## config.mk

```make
export PLATFORM = sky130hd
export DESIGN_NAME = conv_seq_ctrl
export DESIGN_NICKNAME = d
export VERILOG_FILES = /design/src/rtl/conv_seq_ctrl.sv
export SDC_FILE = /design/constraint.sdc
export NUM_CORES = 1
export LEC_CHECK = 0
export ABC_AREA = 0
export CAP_MARGIN = 20
export CORE_UTILIZATION = 47
export CTS_CLUSTER_DIAMETER = 30
export CTS_CLUSTER_SIZE = 10
export DETAILED_ROUTE_END_ITERATION = 10
export PLACE_DENSITY = 0.78
export SETUP_SLACK_MARGIN = 0.3
export SLEW_MARGIN = 20
export SYNTH_ARGS = -nofsm -noshare
export SYNTH_HDL_FRONTEND = slang
export SYNTH_SLANG_ARGS = --single-unit
```

## constraint.sdc

```tcl
create_clock -name clk -period 4.1 [get_ports clk]
set_input_delay 0.615 -clock clk [delete_from_list [all_inputs] [get_ports clk]]
set_output_delay 0.615 -clock clk [all_outputs]
set_load 0.03 [all_outputs]
```

## src/rtl/conv_seq_ctrl.sv

```systemverilog
// Sequencer for the full-size 1-D convolution datapath z[i] = sum_k x[k]*y[i-k].
// Drives X/Y read addresses, multiplier/accumulator strobes and Z writes.
module conv_seq_ctrl #(
  parameter int ADDR_W = 5
) (
  input  logic              clk,
  input  logic              rstn,
  input  logic              start,
  input  logic [ADDR_W-1:0] size_x,
  input  logic [ADDR_W-1:0] size_y,
  output logic [ADDR_W-1:0] addr_x,
  output logic [ADDR_W-1:0] addr_y,
  output logic              multi_reg_en,
  output logic              multi_reg_clr,
  output logic              acc_en,
  output logic              acc_clr,
  output logic [ADDR_W:0]   addr_z,
  output logic              we_z,
  output logic              busy,
  output logic              done,
  output logic [2:0]        fsm_state
);

  typedef enum logic [2:0] {
    S_IDLE  = 3'd0,
    S_SETUP = 3'd1,
    S_READ  = 3'd2,
    S_MULT  = 3'd3,
    S_ACC   = 3'd4,
    S_WRITE = 3'd5,
    S_DONE  = 3'd6
  } state_t;

  state_t            state, state_nx;
  logic [ADDR_W-1:0] sx, sy, k;
  logic [ADDR_W:0]   i;
  logic [ADDR_W-1:0] ax_q, ay_q;
  logic [ADDR_W:0]   az_q;

  logic [ADDR_W:0]   sx_w, sy_w, k_w, kmax_w, last_i;
  logic [ADDR_W-1:0] kmin;
  logic              k_last, i_last;

  // Window bounds for output i; only meaningful while sizes are non-zero.
  always_comb begin
    sx_w   = {1'b0, sx};
    sy_w   = {1'b0, sy};
    k_w    = {1'b0, k};
    last_i = sx_w + sy_w - 2;
    kmax_w = (i < sx_w - 1) ? i : sx_w - 1;
    kmin   = '0;
    if (i + 1 > sy_w) kmin = i[ADDR_W-1:0] + 1 - sy;
    k_last = (k_w == kmax_w);
    i_last = (i == last_i);
  end

  always_comb begin
    state_nx = state;
    case (state)
      S_IDLE:  if (start) state_nx = (size_x == '0 || size_y == '0) ? S_DONE : S_SETUP;
      S_SETUP: state_nx = S_READ;
      S_READ:  state_nx = S_MULT;
      S_MULT:  state_nx = S_ACC;
      S_ACC:   state_nx = k_last ? S_WRITE : S_READ;
      S_WRITE: state_nx = i_last ? S_DONE : S_SETUP;
      S_DONE:  state_nx = S_IDLE;
      default: state_nx = S_IDLE;
    endcase
  end

  always_ff @(posedge clk or negedge rstn) begin
    if (!rstn) state <= S_IDLE;
    else       state <= state_nx;
  end

  // ax_q/ay_q/az_q remember the last issued addresses so they hold outside READ/WRITE.
  always_ff @(posedge clk or negedge rstn) begin
    if (!rstn) begin
      sx   <= '0;
      sy   <= '0;
      i    <= '0;
      k    <= '0;
      ax_q <= '0;
      ay_q <= '0;
      az_q <= '0;
    end else begin
      case (state)
        S_IDLE: if (start) begin
          sx <= size_x;
          sy <= size_y;
          i  <= '0;
        end
        S_SETUP: k <= kmin;
        S_READ: begin
          ax_q <= k;
          ay_q <= i[ADDR_W-1:0] - k;
        end
        S_ACC: if (!k_last) k <= k + 1'b1;
        S_WRITE: begin
          az_q <= i;
          if (!i_last) i <= i + 1'b1;
        end
        default: ;
      endcase
    end
  end

  always_comb begin
    addr_x        = (state == S_READ)  ? k : ax_q;
    addr_y        = (state == S_READ)  ? (i[ADDR_W-1:0] - k) : ay_q;
    addr_z        = (state == S_WRITE) ? i : az_q;
    multi_reg_clr = (state == S_SETUP);
    acc_clr       = (state == S_SETUP);
    multi_reg_en  = (state == S_MULT);
    acc_en        = (state == S_ACC);
    we_z          = (state == S_WRITE);
    busy          = (state != S_IDLE);
    done          = (state == S_DONE);
    fsm_state     = state;
  end

endmodule

```

Yosys cells after proc, flatten, opt, wreduce, memory -nomap -nowiden
Index checks and enable logic that the tools add are counted.
{"block": "totals", "reg_bits": 40, "latchBits": 0, "mem_bits_rw": 0, "mem_bits_ro": 0, "out_inout_bits": 26, "mem_count": 0}
{"block": "classes", "n_addsub": 9, "n_mul": 0, "div": 0, "order_cmp": 2, "eq_ne": 11, "n_shift": 0, "n_mux": 15, "bitwise": 0, "n_reduce_logical": 10}
{"op": "6-bit by 32-bit less-than comparator with 1-bit output", "count": 1}
{"op": "6-bit two-way mux", "count": 4}
{"op": "5-bit two-way mux", "count": 4}
{"op": "3-bit one-hot mux with 6 select lines", "count": 1}
{"op": "3-bit two-way mux", "count": 4}
{"op": "6-bit one-hot mux with 2 select lines", "count": 1}
{"op": "5-bit by 1-bit adder with 5-bit output, second input constant", "count": 2}
{"op": "5-bit logical NOT", "count": 2}
{"op": "5-bit one-hot mux with 2 select lines", "count": 1}
{"op": "5-bit subtractor", "count": 2}
{"op": "3-bit == test, second input constant", "count": 3}
{"op": "6-bit by 1-bit adder with 7-bit output, second input constant", "count": 1}
{"op": "7-bit by 5-bit greater-than comparator with 1-bit output", "count": 1}
{"op": "5-bit by 5-bit adder with 6-bit output", "count": 1}
{"op": "6-bit by 1-bit adder with 6-bit output, second input constant", "count": 1}
{"op": "3-bit by 2-bit == test with 1-bit output, second input constant", "count": 2}
{"op": "5-bit by 6-bit == test with 1-bit output", "count": 1}
{"op": "6-bit == test", "count": 1}
{"op": "2-bit inequality test, second input constant", "count": 3}
{"op": "5-bit by 1-bit subtractor with 6-bit output, second input constant", "count": 1}
{"op": "6-bit by 2-bit subtractor with 6-bit output, second input constant", "count": 1}
{"op": "2-bit AND reduction", "count": 2}
{"op": "2-bit nonzero test", "count": 2}
{"op": "3-bit by 1-bit == test with 1-bit output, second input constant", "count": 1}
{"op": "other kinds (4)", "count": 4}

Logic depth before layout (Yosys ltp)
Gate-level depths: netlist (run 1).
{"block": "depth", "depth_word": 6, "depth_mapped": 15}

Worst setup path before layout (run 1)
OpenSTA, ideal clock, no wires.
{"block": "synth_timing", "path_type": "register to register", "start": "register sx[0]", "end": "register k[1]", "setup_time_ns": 0.081, "arrival_time_ns": 2.894, "required_ns": 4.019, "slack_ns": 1.125, "stages_incl_launch_ff": 15, "n_path_buf": 1, "cell_sequence": "dfrtp_1 > inv_2 > nand3_2 > or3_1 > buf_6 > ha_1 > a211oi_1 > nand2_1 > o22a_4 > a221oi_2 > a21oi_1 > a211oi_2 > a21boi_2 > nor2_2 > mux2i_1"}
{"block": "synth_via", "elab_chain_cells": 6}
{"item": "start: declaration", "line": "35", "source": "logic [ADDR_W-1:0] sx, sy, k;"}
{"item": "start signal: assignment", "line": "89", "source": "sx <= size_x;"}
{"item": "5-bit by 1-bit subtractor with 6-bit output *", "line": "50", "source": "kmax_w = (i < sx_w - 1) ? i : sx_w - 1;"}
{"item": "6-bit by 32-bit less-than comparator with 1-bit output", "line": "50"}
{"item": "6-bit two-way mux *", "line": "50"}
{"item": "5-bit by 6-bit == test with 1-bit output *", "line": "53", "source": "k_last = (k_w == kmax_w);"}
{"item": "2-bit inequality test (no line) *"}
{"item": "2-bit AND reduction (no line) *"}
{"item": "end signal: assignment", "line": "93", "source": "S_SETUP: k <= kmin;"}
{"item": "end signal: assignment", "line": "98", "source": "S_ACC: if (!k_last) k <= k + 1'b1;"}
{"item": "end: declaration", "line": "35"}
Every way passes the cells marked *; elsewhere a longest branch is shown, timed or not.
A chain may end at the register's enable or synchronous reset.

Worst setup path in the final report (run 1)
{"block": "layout_timing", "start": "register i[0]", "end": "output port addr_y[2]"}
{"block": "layout_via", "elab_chain_cells": 2}
{"item": "start: declaration", "line": "36", "source": "logic [ADDR_W:0] i;"}
{"item": "start signal: assignment", "line": "101", "source": "if (!i_last) i <= i + 1'b1;"}
{"item": "5-bit subtractor", "line": "110", "source": "addr_y = (state == S_READ) ? (i[ADDR_W-1:0] - k) : ay_q;"}
{"item": "5-bit two-way mux", "line": "110"}
{"item": "end: declaration", "line": "12", "source": "output logic [ADDR_W-1:0] addr_y,"}
Every way passes these cells.

==> results of run 1 <==
worst max-delay path: stages (launching register included):
cell             delay (ns)
dfrtp_1                0.55
inv_1                  0.20
ha_1                   0.28
fa_1                   0.41
xor2_1                 0.16
o21ai_0                0.23
clkdlybuf4s50_1        0.72
power groups by stage:
| stage | Sequential (mW) | Clock (mW) | Combinational [mW] |
|---|---|---|---|
| 2_1_floorplan | 0.650 | 0 | 1.40 |
| 3_3_place_gp | 0.655 | 0 | 1.85 |
| 3_5_place_dp | 0.663 | 0 | 1.91 |
| 4_1_cts | 0.656 | 0.330 | 1.93 |
| 5_1_grt | 0.674 | 0.347 | 2.14 |
| 6_report | 0.658 | 0.329 | 1.92 |
how the worst min path moves through the flow:
| stage | endpoint | slack [ns] | cells past startpoint |
|---|---|---|---|
| 2_1_floorplan | ax_q[0] | 0.32 | 0 |
| 3_3_place_gp | az_q[5] | 0.46 | 2 |
| 3_5_place_dp | az_q[5] | 0.47 | 2 |
| 4_1_cts | sx[3] | 0.48 | 1 |
| 5_1_grt | az_q[5] | 0.51 | 2 |
| 6_report | sx[3] | 0.44 | 1 |
per-layer routing:
metal / vias up / routed length, um
li1: 1207 / -
met1: 1183 / 3000
met2: 73 / 3550
met3: 20 / 374
met4: 0 / 158
met5: - / 0
synthesized netlist by cell type (3+ instances only):
master / number / area [sq um]
a21o_1: 5 / 37.5
a21oi_1: 18 / 90.1
and2_2: 3 / 22.5
buf_6: 3 / 33.8
clkbuf_1: 8 / 30.0
dfrtp_1: 40 / 1000
fa_1: 3 / 60.1
ha_1: 34 / 425
inv_1: 31 / 116
inv_2: 4 / 15.0
mux2i_1: 6 / 60.1
nand2_1: 40 / 150
nand3_1: 10 / 50.1
nor2_1: 13 / 48.8
nor3_1: 6 / 30.0
o21ai_0: 36 / 180
o31ai_1: 3 / 22.5
xnor2_1: 17 / 149
xor2_1: 8 / 70.1
registers in the layout, summed over array words and instances (netlist names):
signal	flops
fsm_state	3
ay_q	5
sx	5
ax_q	5
az_q	6
i	6
sy	5
k	5
layout make-up:
cell class	instances	area share, %
multi-input combinational	242	50.0
clock inverter	2	1.01
sequential	40	28.8
tap	75	2.70
clock buffer	6	2.09
timing repair buffer	40	11.3
inverter	36	4.03
timing repair:
action,in CTS,in global routing
resized for setup,0,1
hold buffers,0,0
setup endpoints to repair,0,1
through the flow:
step | std cells | hold WS (ns) | worst slack, ns | power [mW]
floorplan | 330 | 0.319 | 1.13 | 2.05
global placement | 433 | 0.455 | 0.930 | 2.50
detailed placement | 433 | 0.470 | 0.814 | 2.57
CTS | 441 | 0.482 | 0.472 | 2.92
global route | 441 | 0.510 | 0.466 | 3.16
finish | 441 | 0.438 | 0.631 | 2.91
cell families after synthesis:
family	count (synthesis)
adder cells (fa/ha/maj)	37
XOR/XNOR	25
multiplexers	7
AND/OR/NAND/NOR	88
buffers and inverters	48
AO/OA/AOI/OAI	85
flip-flops	40
==> metrics.md, run 1 <==
| Metric | Value |
|---|---|
| Outcome | `completed` |
| Port bufs | `38` |
| WS Path Type | `register to output pin` |
| Initial antenna violation count | `0` |
| Drt total wl | `7090 um` |
| Met1 usage in global routing | `29.6%` |
| Hold Path Class | `primary input to async pin` |
| GRT overflow | `0` |
| Max VDD drop | `0.472 mV` |
| Max-capacitance violation count | `0` |
| Clk buf depth | `2` |
| Fin crit share | `84.6%` |
| Post-synthesis mux area share | `2.42%` |
| Final Cell Area | `3470 sq um` |
| Via count | `2483` |
| Clock Latency Late Sink | `0.30 ns` |
| Top FF cell, synth | `dfrtp_1` |
| FF-to-FF End | `k[1]` |
| Max-slew violations | `0` |
| Largest family of logic cells by synthesized area | `compound AO/OA/AOI/OAI gates` |
| Dpl cell area | `3360 sq um` |
| Post-Synth Adder-Cell Area | `16.5%` |
| CP startpoint kind | `register` |
| Slew margin rel. | `39.5%` |
| Area occupied by multi-input gates | `1740 sq um` |
| Initial core utilization | `49.2%` |
| Yosys cell types | `50` |
| Met3 Use GR | `4.27%` |
| Clk slew on worst S/H paths | `0.09 ns` |
| Setup_tns | `0 ns` |
| Gr usage total | `24.0%` |
| Async S/R FF share, synth | `100%` |
| FMAX | `288 MHz` |
| Core Region | `5990 sq um` |
| Clock sinks | `40` |
| R2R setup slack | `0.75 ns` |
| Clock Skew | `0.00830 ns` |
| Routability cong. | `0.929` |
| RSZ-0062 raised after global routing | `no` |
| Detailed-route wire length per cell | `16.1 um` |
| Synthesis Warnings | `0` |
| Sequential fraction of the synthesis area | `33.9%` |
| Filler Cells Inserted | `535` |
| Post-synthesis cell area | `2950 sq um` |
| Final min period | `3.47 ns` |
| WP data arrival | `2.85 ns` |
| Final nets | `415` |
| Via density | `5.63` |
| Slew @ Worst Pin | `0.908 ns` |
| Nature of the critical path endpoint | `output pin` |
| Most frequent cells in the layout | `40 x nand2_1, 40 x dfrtp_1, 36 x o21ai_0, 36 x clkdlybuf4s50_1, 34 x ha_1` |
| Compound-Gate Fraction of Synth Area | `18.5%` |
| Post-DRT Antenna Nets | `0` |
| CTS root buffer | `clkbuf_8` |
| IO Pins | `39` |
| Simple logic cell fraction of the synthesized area | `14.1%` |
| Buffers inserted by post-CTS timing repair | `0` |
| Ant diodes | `0` |
| Power per cell area | `838 nW/um^2` |
| Largest net degree at the start of global routing | `41` |
| Register bit total from synthesis | `40` |
| DP Wirelength | `5310 um` |
| Global-route wire length before repair | `11900 um` |
| Critical path capture point | `addr_y[2]` |
| Post-Syn Instances | `330` |
| Crit path launch | `i[0]` |
| Synthesized net count | `380` |
| CTS tree | `yes` |
| Die Y | `81.2 um` |
| Internal power | `1.54 mW` |
| Final Hold Fails | `0` |
| M2 GR Usage | `41.6%` |
| Num rows | `28` |
| First-pass DRT Iterations | `4` |
| Pleak | `1.62 nW` |
| FF+latch area | `1000 sq um` |
| Maximum fanout along the worst path | `9` |
| DRC Markers | `0` |
| Part of the power in combinational logic | `66.1%` |
| Share of cells above drive strength 1 | `8.20%` |
| Clock power share | `11.3%` |
| Synth Area per Inst | `8.94 sq um` |
| XOR/XNOR share of the synthesized area | `7.42%` |
| Global routing's busiest layer | `met2` |
| Sw Share | `47.1%` |
| Register share of total power | `22.6%` |
| Num CTS Buffers | `5` |
| Number of global-route vias before repair | `2515` |
| Util after Layout | `58.0%` |
| Post-synth EDFFs | `0` |
| H-tree level count | `2` |
| Die ar. | `6600 sq um` |
| Final setup viols | `0` |
| Reg2reg path depth | `13` |
| 1st-iter DRT viols | `205` |
| Req. time, crit path | `3.48 ns` |
| Area growth, synth to finish | `17.7%` |
| Die width | `81.2 um` |
| Sw power | `1.37 mW` |
| Reg2reg start | `sx[0]` |
Note: power is estimated with default switching activity, not from simulation.
==> run 2: changes to the inputs <==
--- a/config.mk
+++ b/config.mk
@@ -11,7 +11,7 @@
 export CTS_CLUSTER_DIAMETER = 30
 export CTS_CLUSTER_SIZE = 10
 export DETAILED_ROUTE_END_ITERATION = 10
-export PLACE_DENSITY = 0.78
+export PLACE_DENSITY = 0.8
 export SETUP_SLACK_MARGIN = 0.3
 export SLEW_MARGIN = 20
 export SYNTH_ARGS = -nofsm -noshare
==> constraint.sdc (replaced) <==
create_clock -name clk -period 2.9 [get_ports clk]
set_input_delay 0.435 -clock clk [delete_from_list [all_inputs] [get_ports clk]]
set_output_delay 0.435 -clock clk [all_outputs]
set_load 0.03 [all_outputs]
==> metrics.md, run 2 (synthesis gave the netlist of run 1 again) <==
| Metric | Value |
|---|---|
| Outcome | `finished with violations` |
| Failing checks | `setup timing` |
| DP Wirelength | `5530 um` |
| Slew @ Worst Pin | `0.952 ns` |
| Die width | `81.2 um` |
| Nature of the critical path endpoint | `register` |
| Filler Cells Inserted | `479` |
| Final nets | `448` |
| 1st-iter DRT viols | `236` |
| Max-capacitance violation count | `0` |
| Core Region | `5990 sq um` |
| Hold WS | `0.263 ns` |
| Share of cells above drive strength 1 | `25.3%` |
| CTS root buffer | `clkbuf_8` |
| FMAX | `330 MHz` |
| WS Path Type | `register to register` |
| Max VDD drop | `0.564 mV` |
| Initial core utilization | `49.2%` |
| WP buf/inv | `2` |
| Power per cell area | `1200 nW/um^2` |
| Via count | `2638` |
| Drt total wl | `7910 um` |
| CTS tree | `yes` |
| Slew margin rel. | `36.5%` |
| Cells along the critical path | `inv_2, nand3_2, or3_4, ha_4, a211oi_2, nand2_1, o22a_4, a221oi_2, a21oi_1, a211oi_2, a21boi_2, buf_4, a221oi_2` |
| Final Hold Fails | `0` |
| Req. time, crit path | `3.10 ns` |
| WP data arrival | `3.23 ns` |
| Clk slew on worst S/H paths | `0.08 ns` |
| Die Y | `81.2 um` |
| Ant diodes | `0` |
| Global-route wire length before repair | `12700 um` |
| Commonest non-fill, non-tap cell in the layout | `dfrtp_1` |
| Fin crit share | `104%` |
| Die ar. | `6600 sq um` |
| Gr usage total | `25.5%` |
| Maximum fanout along the worst path | `6` |
| Delay of the slowest critical-path stage | `0.39 ns` |
| Post-CTS Hold Fix Bufs | `0` |
| RSZ-0062 raised after global routing | `yes` |
| H-tree level count | `2` |
| Port bufs | `38` |
| CP max stage cell | `dfrtp_1` |
| Max-slew violations | `0` |
| Most frequent cells in the layout | `39 x dfrtp_1, 35 x nand2_1, 33 x buf_4` |
| Final WS setup | `-0.128 ns` |
| Num rows | `28` |
| Pre-CTS setup slack | `-0.108 ns` |
| Via density | `5.57` |
| Largest registers | `az_q (6), i (6)` |
| Final setup viols | `6` |
| IO Pins | `39` |
| Pleak | `1.92 nW` |
| Non-filler cells, final | `474` |
| Area growth, synth to finish | `32.9%` |
| DRC Markers | `0` |
| Placed insts | `453` |
| Clock sinks | `40` |
| GRT overflow | `0` |
| Final min period | `3.03 ns` |
| CP startpoint kind | `register` |
| Initial antenna violation count | `0` |
| Routability cong. | `0.929` |
| Clock Latency Late Sink | `0.30 ns` |
| Num CTS Buffers | `5` |
| First-pass DRT Iterations | `4` |
| Number of global-route vias before repair | `2713` |
| Post-DRT Antenna Nets | `0` |
| Detailed-route wire length per cell | `16.7 um` |
| Util after Layout | `65.5%` |
| Hold Path Class | `primary input to async pin` |
| Cell family with most CP delay | `compound AO/OA/AOI/OAI gates` |
| Clk buf depth | `2` |
| Largest net degree at the start of global routing | `41` |
| Clock Skew | `0.00430 ns` |
## run 2: changes by cell type in the layout (fill, tap and decap cells not counted), sizes merged
cell,delta
clkdlybuf4s50,-18
clkbuf,+2
dlymetal6s2s,+1
dlygate4sd2,+13
clkdlybuf4s15,+1
buf,+34
## run 2: cell type report
cell class                 instances  area (sq um)  share of cell area (%)
clock buffer                       6          72.6                    1.85
clock inverter                     2          35.0                   0.893
multi-input combinational        242          1950                    49.7
timing repair buffer              73           621                    15.8
inverter                          36           148                    3.77
sequential                        40          1000                    25.6
tap                               75          93.8                    2.39
## run 2: power breakdown
| part | total [mW] | switching, mW | internal [mW] |
|---|---|---|---|
| registers | 0.891 | 0.132 | 0.759 |
| clock network | 0.469 | 0.213 | 0.256 |
| logic | 3.34 | 1.83 | 1.51 |
| total | 4.70 | 2.17 | 2.52 |
## run 2: path summary, 6_finish.rpt
path                       endpoint  slack (ns)     from  cells past startpoint
max                            k[2]       -0.13    sx[1]                     13
min                           sx[3]        0.26     rstn                      1
max reg2reg                    k[2]       -0.13    sx[1]                     13
min reg2reg                 az_q[5]        0.48  az_q[5]                      2
max in group asynchronous      k[0]        1.96     rstn                      1
min in group clk            az_q[5]        0.48  az_q[5]                      2
## run 2: timing repair
action                     4_1_cts  5_1_grt
resized for setup               41       39
gates cloned                     1        0
buffers inserted                 7        5
setup endpoints to repair       31       23
pin swaps                       10       14
## run 2: worst register-to-register path: cells and delay by family, from the launching register on
kind,cells,cell delay [ns]
simple gates,3,0.62
flops,1,0.39
buf+inv,2,0.29
fa+ha+maj,1,0.23
compound gates,7,1.40
## run 2: metal layers
metal	track usage (%)	share of wire, %	up-vias	wire length (um)
li1	-	-	1275	-
met4	10.7	2.9	0	227
met3	4.27	5.2	19	411
met2	42.5	49	81	3900
met1	32.6	43	1263	3380
met5	0	0	-	0
## run 2: metrics by stage
stage	power (mW)	setup TNS, ns	cell area, sq um
after floorplan	2.92	0	2970
after global placement	3.71	0	3530
after detailed placement	3.81	-0.395	3530
after CTS	4.41	-0.0398	3750
after global routing	5.08	-1.34	3920
final	4.70	-0.396	3920
